`src/rtl/rv_core_pkg.sv`:
```
// Core-wide integer register file constants shared by writeback and issue logic.
package rv_core_pkg;

    localparam int unsigned XLEN     = 32;
    localparam int unsigned REG_AW   = 5;
    localparam int unsigned NUM_REGS = 32;

    localparam logic [REG_AW-1:0] REG_ZERO = 5'd0;

endpackage

```
`src/rtl/rr_arbiter.sv`:
```
// Combinational round-robin arbiter: one-hot grant to the first request at or after ptr.
module rr_arbiter #(
    parameter int unsigned N  = 2,
    parameter int unsigned PW = (N > 1) ? $clog2(N) : 1
) (
    input  logic [N-1:0]  req,
    input  logic [PW-1:0] ptr,
    output logic [N-1:0]  grant
);

    logic          w_found;
    logic [PW-1:0] w_idx;

    // Scan ptr..ptr+N-1 modulo N; the first hit wins.
    always_comb begin
        grant   = '0;
        w_found = 1'b0;
        w_idx   = '0;
        for (int unsigned k = 0; k < N; k++) begin
            w_idx = PW'((32'(ptr) + k) % N);
            if (!w_found && req[w_idx]) begin
                grant[w_idx] = 1'b1;
                w_found      = 1'b1;
            end
        end
    end

endmodule

```
`src/rtl/regfile_wb_arbiter.sv`:
```
// Register-file write-port controller: round-robin writeback arbitration, pending-write
// scoreboard and registered write stage. Optional forwarding under RF_WB_BYPASS_EN.
module regfile_wb_arbiter
    import rv_core_pkg::*;
#(
    parameter int unsigned NREQ = 2,
    parameter int unsigned XLEN = rv_core_pkg::XLEN,
    parameter int unsigned RAW  = rv_core_pkg::REG_AW
) (
    input  logic                 clk,
    input  logic                 rst,
    input  logic [NREQ-1:0]      req_valid,
    output logic [NREQ-1:0]      req_ready,
    input  logic [NREQ*RAW-1:0]  req_rd,
    input  logic [NREQ*XLEN-1:0] req_data,
    input  logic                 alloc_valid,
    input  logic [RAW-1:0]       alloc_rd,
    output logic                 alloc_ready,
    input  logic [RAW-1:0]       chk_rs1,
    input  logic [RAW-1:0]       chk_rs2,
    output logic                 rs1_busy,
    output logic                 rs2_busy,
`ifdef RF_WB_BYPASS_EN
    output logic                 rs1_fwd_hit,
    output logic                 rs2_fwd_hit,
    output logic [XLEN-1:0]      rs1_fwd_data,
    output logic [XLEN-1:0]      rs2_fwd_data,
`endif
    output logic                 rf_w_enb,
    output logic [RAW-1:0]       rf_rd,
    output logic [XLEN-1:0]      rf_w_data
);

    localparam int unsigned    PW      = (NREQ > 1) ? $clog2(NREQ) : 1;
    localparam int unsigned    NREGS   = 2 ** RAW;
    localparam logic [RAW-1:0] RD_ZERO = RAW'(REG_ZERO);

    logic [PW-1:0]    r_ptr;
    logic [NREGS-1:0] r_pending;
    logic             r_w_enb;
    logic [RAW-1:0]   r_rd;
    logic [XLEN-1:0]  r_w_data;

    logic [NREQ-1:0]  w_grant;
    logic             w_xfer;
    logic [PW-1:0]    w_win;
    logic [RAW-1:0]   w_win_rd;
    logic [XLEN-1:0]  w_win_data;
    logic [PW-1:0]    w_ptr_nxt;
    logic             w_alloc_ok;
    logic [NREGS-1:0] w_pending_nxt;

    rr_arbiter #(
        .N  (NREQ),
        .PW (PW)
    ) u_arb (
        .req   (req_valid),
        .ptr   (r_ptr),
        .grant (w_grant)
    );

    assign req_ready = w_grant;
    assign w_xfer    = |w_grant;

    // Select the granted requester's payload.
    always_comb begin
        w_win      = '0;
        w_win_rd   = '0;
        w_win_data = '0;
        for (int unsigned i = 0; i < NREQ; i++) begin
            if (w_grant[i]) begin
                w_win      = PW'(i);
                w_win_rd   = req_rd[i*RAW +: RAW];
                w_win_data = req_data[i*XLEN +: XLEN];
            end
        end
    end

    assign w_ptr_nxt = (w_win == PW'(NREQ - 1)) ? '0 : w_win + PW'(1);

    assign w_alloc_ok  = (alloc_rd == RD_ZERO) | ~r_pending[alloc_rd];
    assign alloc_ready = w_alloc_ok;

    // Clear on the write, then set on a new claim so a same-cycle re-alloc stays tracked.
    always_comb begin
        w_pending_nxt = r_pending;
        if (r_w_enb) begin
            w_pending_nxt[r_rd] = 1'b0;
        end
        if (alloc_valid && w_alloc_ok && (alloc_rd != RD_ZERO)) begin
            w_pending_nxt[alloc_rd] = 1'b1;
        end
        w_pending_nxt[0] = 1'b0;
    end

`ifdef RF_WB_BYPASS_EN
    assign rs1_fwd_hit  = r_w_enb & (r_rd == chk_rs1) & (chk_rs1 != RD_ZERO);
    assign rs2_fwd_hit  = r_w_enb & (r_rd == chk_rs2) & (chk_rs2 != RD_ZERO);
    assign rs1_fwd_data = r_w_data;
    assign rs2_fwd_data = r_w_data;
    assign rs1_busy     = (chk_rs1 != RD_ZERO) & r_pending[chk_rs1] & ~rs1_fwd_hit;
    assign rs2_busy     = (chk_rs2 != RD_ZERO) & r_pending[chk_rs2] & ~rs2_fwd_hit;
`else
    assign rs1_busy     = (chk_rs1 != RD_ZERO) & r_pending[chk_rs1];
    assign rs2_busy     = (chk_rs2 != RD_ZERO) & r_pending[chk_rs2];
`endif

    // Pointer, scoreboard and write stage; rd==0 transfers are consumed without a write.
    always_ff @(posedge clk or negedge rst) begin
        if (!rst) begin
            r_ptr     <= '0;
            r_pending <= '0;
            r_w_enb   <= 1'b0;
            r_rd      <= '0;
            r_w_data  <= '0;
        end else begin
            r_pending <= w_pending_nxt;
            r_w_enb   <= w_xfer & (w_win_rd != RD_ZERO);
            if (w_xfer) begin
                r_ptr <= w_ptr_nxt;
            end
            if (w_xfer && (w_win_rd != RD_ZERO)) begin
                r_rd     <= w_win_rd;
                r_w_data <= w_win_data;
            end
        end
    end

    assign rf_w_enb  = r_w_enb;
    assign rf_rd     = r_rd;
    assign rf_w_data = r_w_data;

endmodule

```
`config.mk`:
```
export PLATFORM = sky130hd
export DESIGN_NAME = regfile_wb_arbiter
export DESIGN_NICKNAME = d
export VERILOG_FILES = /design/src/rtl/rv_core_pkg.sv /design/src/rtl/rr_arbiter.sv /design/src/rtl/regfile_wb_arbiter.sv
export SDC_FILE = /design/constraint.sdc
export NUM_CORES = 1
export LEC_CHECK = 0
export ABC_AREA = 0
export CORE_AREA = 2 2 93 95
export DETAILED_ROUTE_END_ITERATION = 10
export DIE_AREA = 0 0 95 97
export PLACE_DENSITY = 0.86
export SLEW_MARGIN = 20
export SYNTH_ARGS = -nofsm -noshare
export SYNTH_HDL_FRONTEND = slang
export SYNTH_SLANG_ARGS = --single-unit
```
`constraint.sdc`:
```
create_clock -name clk -period 4.4 [get_ports clk]
set_input_delay 0.88 -clock clk [delete_from_list [all_inputs] [get_ports clk]]
set_output_delay 0.88 -clock clk [all_outputs]
set_load 0.005 [all_outputs]
```
======== Yosys cells after proc, flatten, opt, wreduce, memory -nomap -nowiden ========
Cells that the tools add are included.
operators by class
  order comparisons ....................... 10
  bitwise logic cells ..................... 9
  reductions and logical operators ........ 15
  multiplexer cells ....................... 29
  add/sub/neg operators ................... 2
operators by type and width
  cell                                                                                  count
  32-bit 2-to-1 mux                                                                     4
  32-bit bitwise AND                                                                    1
  32-bit NOT                                                                            1
  32-bit bitwise OR                                                                     1
  5-bit by 6-bit less-than comparator with 1-bit output (second input constant)         4
  5-bit nonzero test                                                                    4
  1-bit binary-select mux with 5-bit select                                             3
  1-bit 2-to-1 mux                                                                      14
  1-bit demux with 5-bit select                                                         2
  5-bit by 1-bit greater-or-equal comparator with 1-bit output (second input constant)  2
  5-bit 2-to-1 mux                                                                      2
  1-bit logical AND                                                                     8
  5-bit zero test                                                                       1
  1-bit by 2-bit less-than comparator with 1-bit output (second input constant)         2
  2-bit 2-to-1 mux                                                                      2
  1-bit bitwise AND                                                                     3
  1-bit adder (second input constant)                                                   2
  1-bit demux with 1-bit select                                                         2
  1-bit greater-or-equal comparator (second input constant)                             2
  2-bit bitwise OR                                                                      1
  2-bit OR reduction                                                                    1
  1-bit zero test                                                                       1
  1-bit NOT                                                                             1
  1-bit bitwise OR                                                                      1
storage, ports and cells
  output and inout port bits .............. 43
  input bits .............................. 94
  bits in registers ....................... 70
  word-level logic and storage cells ...... 70

======== Depth between registers and ports, before layout ========
  word-level depth ........................ 11
  depth in mapped cells ................... 7
  gate-level depth less buffers ........... 4

======== Hierarchy ========
Synthesis repeated with hierarchy kept, for this count alone.
second synthesis, totals
  cell total of the unflattened synthesis .. 345
  area, all modules ....................... 4093.9 um2
by module, submodules not included
  module              instances  cells an instance  area each (um2)  seq. area each (um2)
  regfile_wb_arbiter  1          342                4075.2           1751.7
  rr_arbiter          1          3                  18.8             0.0

======== Worst setup path before layout ========
OpenSTA, ideal clock, no wires.
  kind .................................... input to output
  start ................................... input port alloc_rd[0]
  end ..................................... output port alloc_ready
  arrival time ............................ 2.450 ns
  buffers on the path ..................... 1
  required time ........................... 3.520 ns
  cell stages on the path ................. 5
  setup slack ............................. 1.070 ns
  cell sequence ........................... buf_1 mux4_2 mux2_2 a22o_1 a221oi_2
on the way
  longest elaborated chain between the ends .. 4
  elaborated cells between the ends (all ways) .. 5
  those cells by class .................... 2 x mux; 2 x bitwise; 1 x reduce/logical
RTL lines
  what                                       RTL line                  RTL
  from (decl)                                regfile_wb_arbiter.sv:17  input logic [RAW-1:0] alloc_rd,
  1-bit binary-select mux with 5-bit select  regfile_wb_arbiter.sv:81  assign w_alloc_ok = (alloc_rd == RD_ZERO) | ~r_pending[alloc_rd];
  1-bit 2-to-1 mux (implied by the code)     regfile_wb_arbiter.sv:81
  1-bit NOT                                  regfile_wb_arbiter.sv:81
  1-bit bitwise OR *                         regfile_wb_arbiter.sv:81
  to (decl)                                  regfile_wb_arbiter.sv:18  output logic alloc_ready,
Mark *: on every way between the ends. The rest lies on a longest branch, timed or not. The select of a mux whose other input is x is not followed.

======== Final worst setup path ========
Ends and elaborated chain as after synthesis.

==> flow_metrics.tcl <==
set metrics [dict create \
    status "finished, final reports clean" \
    antenna_found_initial 0 \
    dp_slack_ps 160 \
    first_global_vias 3929 \
    finalHoldViolCount 0 \
    hpwl_um 8820 \
    synth_cell_type_count 35 \
    clk_path_buf_depth 2 \
    dr.first_iter.drc_count 293 \
    first_pass_iters 5 \
    worst_setup_path_end_kind "primary output" \
    ios 137 \
    grt_remaining_overflow 0 \
    async_flop_share_pct 100 \
    power_density_nw_per_um2 448 \
    cp-startpoint "alloc_rd[0]" \
    tightest_slew_ps 667 \
    p_comb_share_pct 35.4 \
    synth_top_cell_by_area "dfrtp_1" \
    intPower_uw 1700 \
    drc 0 \
    endpoint "alloc_ready" \
    fin_setup_tns_ps 0 \
    syn2layout_area_growth_pct 41.1 \
    coreArea_um2 8130 \
    clk_latency_ps 340 \
    grt_pass1_wl_um 19100 \
    setup_slack_ps 145 \
    max_slew_margin_pct 55.5 \
    timing.hold.ws_ps 522 \
    switching_share_pct 33.5 \
    r2r_end "rf_w_data[17]" \
    period_minus_slack_ps 4260 \
    cts_tree "built" \
    syn_nets 492 \
    htree_num_levels 3 \
    power_switching_uw 854 \
    cts_hold_buf 0 \
    io_buffer_count 136 \
    synth_area_um2 4030 \
    vias 3832 \
    dieHeight_um 97 \
    post_cts_resized 0 \
    wl_per_cell_um 18.3 \
    finalSetupViolCount 0 \
    synth_seq_area_share_pct 43.5 \
    grt_max_degree 41 \
    synth-seq-cells 70 \
    synth-edff-count 0 \
    cts_buffers 9 \
    post-layout-total-power_uw 2550 \
    drv_slew 0 \
    cts_root_buffer "clkbuf_8" \
    postCtsSetupRepairBufs 0 \
    ir_drop_v 0.000214 \
    holdCritPathClass "reg2reg" \
    wl_um 11700 \
    arrival_ps 3380 \
    syn_inst 398 \
    leakagePower_uw 0.00241 \
    synth_warnings 0 \
    placed_cells 621 \
    rr_worst_depth 6 \
    synth_top_area_share_pct 43.5 \
    clock_skew_ps 12.4 \
    nFillCells 575 \
    r2r_slack_ps 2250 \
    clkSinkCount 70 \
    initial_utilization_pct 49.5 \
    vias_per_cell 6.02 \
    register_area_um2 1750 \
    die_area_um2 9220 \
    cp_max_fo 4 \
    clk_pin_slew_ps 70 \
    row_count 33 \
    drive_above_1_share_pct 9.02 \
    avgSynthCellArea_um2 10.1 \
    critPathRequiredTime_ps 3520 \
    synth_flop_cell "dfrtp_1" \
    fin_nets 621 \
    die_x_um 95 \
    grt_usage_pct 26.4 \
    seq_power_share_pct 42.8 \
    r2r_start "r_ptr" \
    cap_violations 0 \
    path_class "in2out" \
    synth_area_leaders "dfrtp_1, mux2i_1, mux4_2" \
    start_kind "input pin" \
    stdcell_count 637 \
    rsz0062_at_grt "false" \
    gp_congestion 1.05 \
    multi_input_area_um2 2010 \
    diodes 0 \
    clock_power_share_pct 21.8 \
    period_share_pct 96.7 \
    fmax_mhz 235 \
    ant_nets 0 \
]
sequential cells by signal (all words and copies together) (netlist names):
name,cells
rf_rd,5
r_ptr,1
r_pending,31
rf_w_data,32
rf_w_enb,1
final cells by class:
type,instances,share of cell area [%]
Multi-Input combinational cell,258,35.3
Sequential cell,70,30.8
Timing Repair Buffer,144,24.9
Inverter,44,2.90
Tap cell,105,2.31
Clock buffer,10,2.24
Clock inverter,6,1.52
worst min-delay path by stage:
stage,start,endpoint,slack [ps],cells past startpoint
floorplan,r_ptr,r_ptr,460,1
global placement,r_ptr,r_ptr,500,1
detailed placement,rf_w_data[25],rf_w_data[25],510,2
CTS,rf_w_data[25],rf_w_data[25],520,2
global route,r_ptr,r_ptr,540,1
finish,rf_w_data[26],rf_w_data[26],520,2
metal layers:
metal | up-vias | GRT usage [%] | share of wire [%]
met5 | - | 0 | 0
met4 | 0 | 9.03 | 2.2
met3 | 29 | 5.53 | 9.9
met2 | 228 | 43.3 | 49
met1 | 1840 | 34.5 | 39
li1 | 1735 | - | -
worst max-delay path: stages:
cell,delay (ps)
clkdlybuf4s50_1,610
mux4_2,540
a32o_1,270
a211o_1,300
a221oi_2,220
clkdlybuf4s50_1,550
power by group through the flow:
| stage | Sequential (µW) | Clock, µW | Combinational [µW] |
|---|---|---|---|
| finish | 1090 | 555 | 903 |
| global route | 1110 | 593 | 990 |
| CTS | 1080 | 562 | 901 |
| detailed placement | 1090 | 0 | 896 |
| global placement | 1070 | 0 | 865 |
| floorplan | 995 | 0 | 531 |
cells by family after synthesis:
| kind of cell | share of synthesized area [%] |
|---|---|
| compound gates | 19.7 |
| buf+inv | 6.89 |
| flops | 43.5 |
| mux | 20.7 |
| simple gates | 9.28 |
cell usage in the layout, fill, tap and decap left out, types with 3 or more instances in the layout:
master,Yosys,layout
a21oi_1,6,6
a22oi_1,32,32
a2bb2oi_1,4,4
buf_4,1,8
clkbuf_8,0,9
clkdlybuf4s50_1,0,135
dfrtp_1,70,70
inv_1,44,44
mux2_2,4,4
mux2i_1,45,45
mux4_2,15,15
nand2_1,22,22
nand2b_1,3,3
nand3_1,16,16
nand3b_1,4,4
nand4_1,5,5
nor2_1,7,7
nor2b_1,3,3
nor3_1,4,4
o211ai_1,9,9
o21ai_0,47,47
o31ai_1,15,15
or3_1,3,3
Yosys cell counts, types with 4 or more instances:
library cell	n
nand3b_1	4
nand4_1	5
a2bb2oi_1	4
dfrtp_1	70
nor3_1	4
a21oi_1	6
nand3_1	16
mux4_2	15
nor2_1	7
a22oi_1	32
mux2_2	4
mux2i_1	45
clkbuf_1	19
o31ai_1	15
nand2_1	22
inv_1	44
o21ai_0	47
o211ai_1	9
through the flow:
step	cell area, µm²	utilization [%]
floorplan	4030	-
detailed placement	5470	67.3
finish	5690	69.9
global route	5690	69.9
CTS	5690	69.9
global placement	5470	67.3
Power figures use the tool's default switching activity.
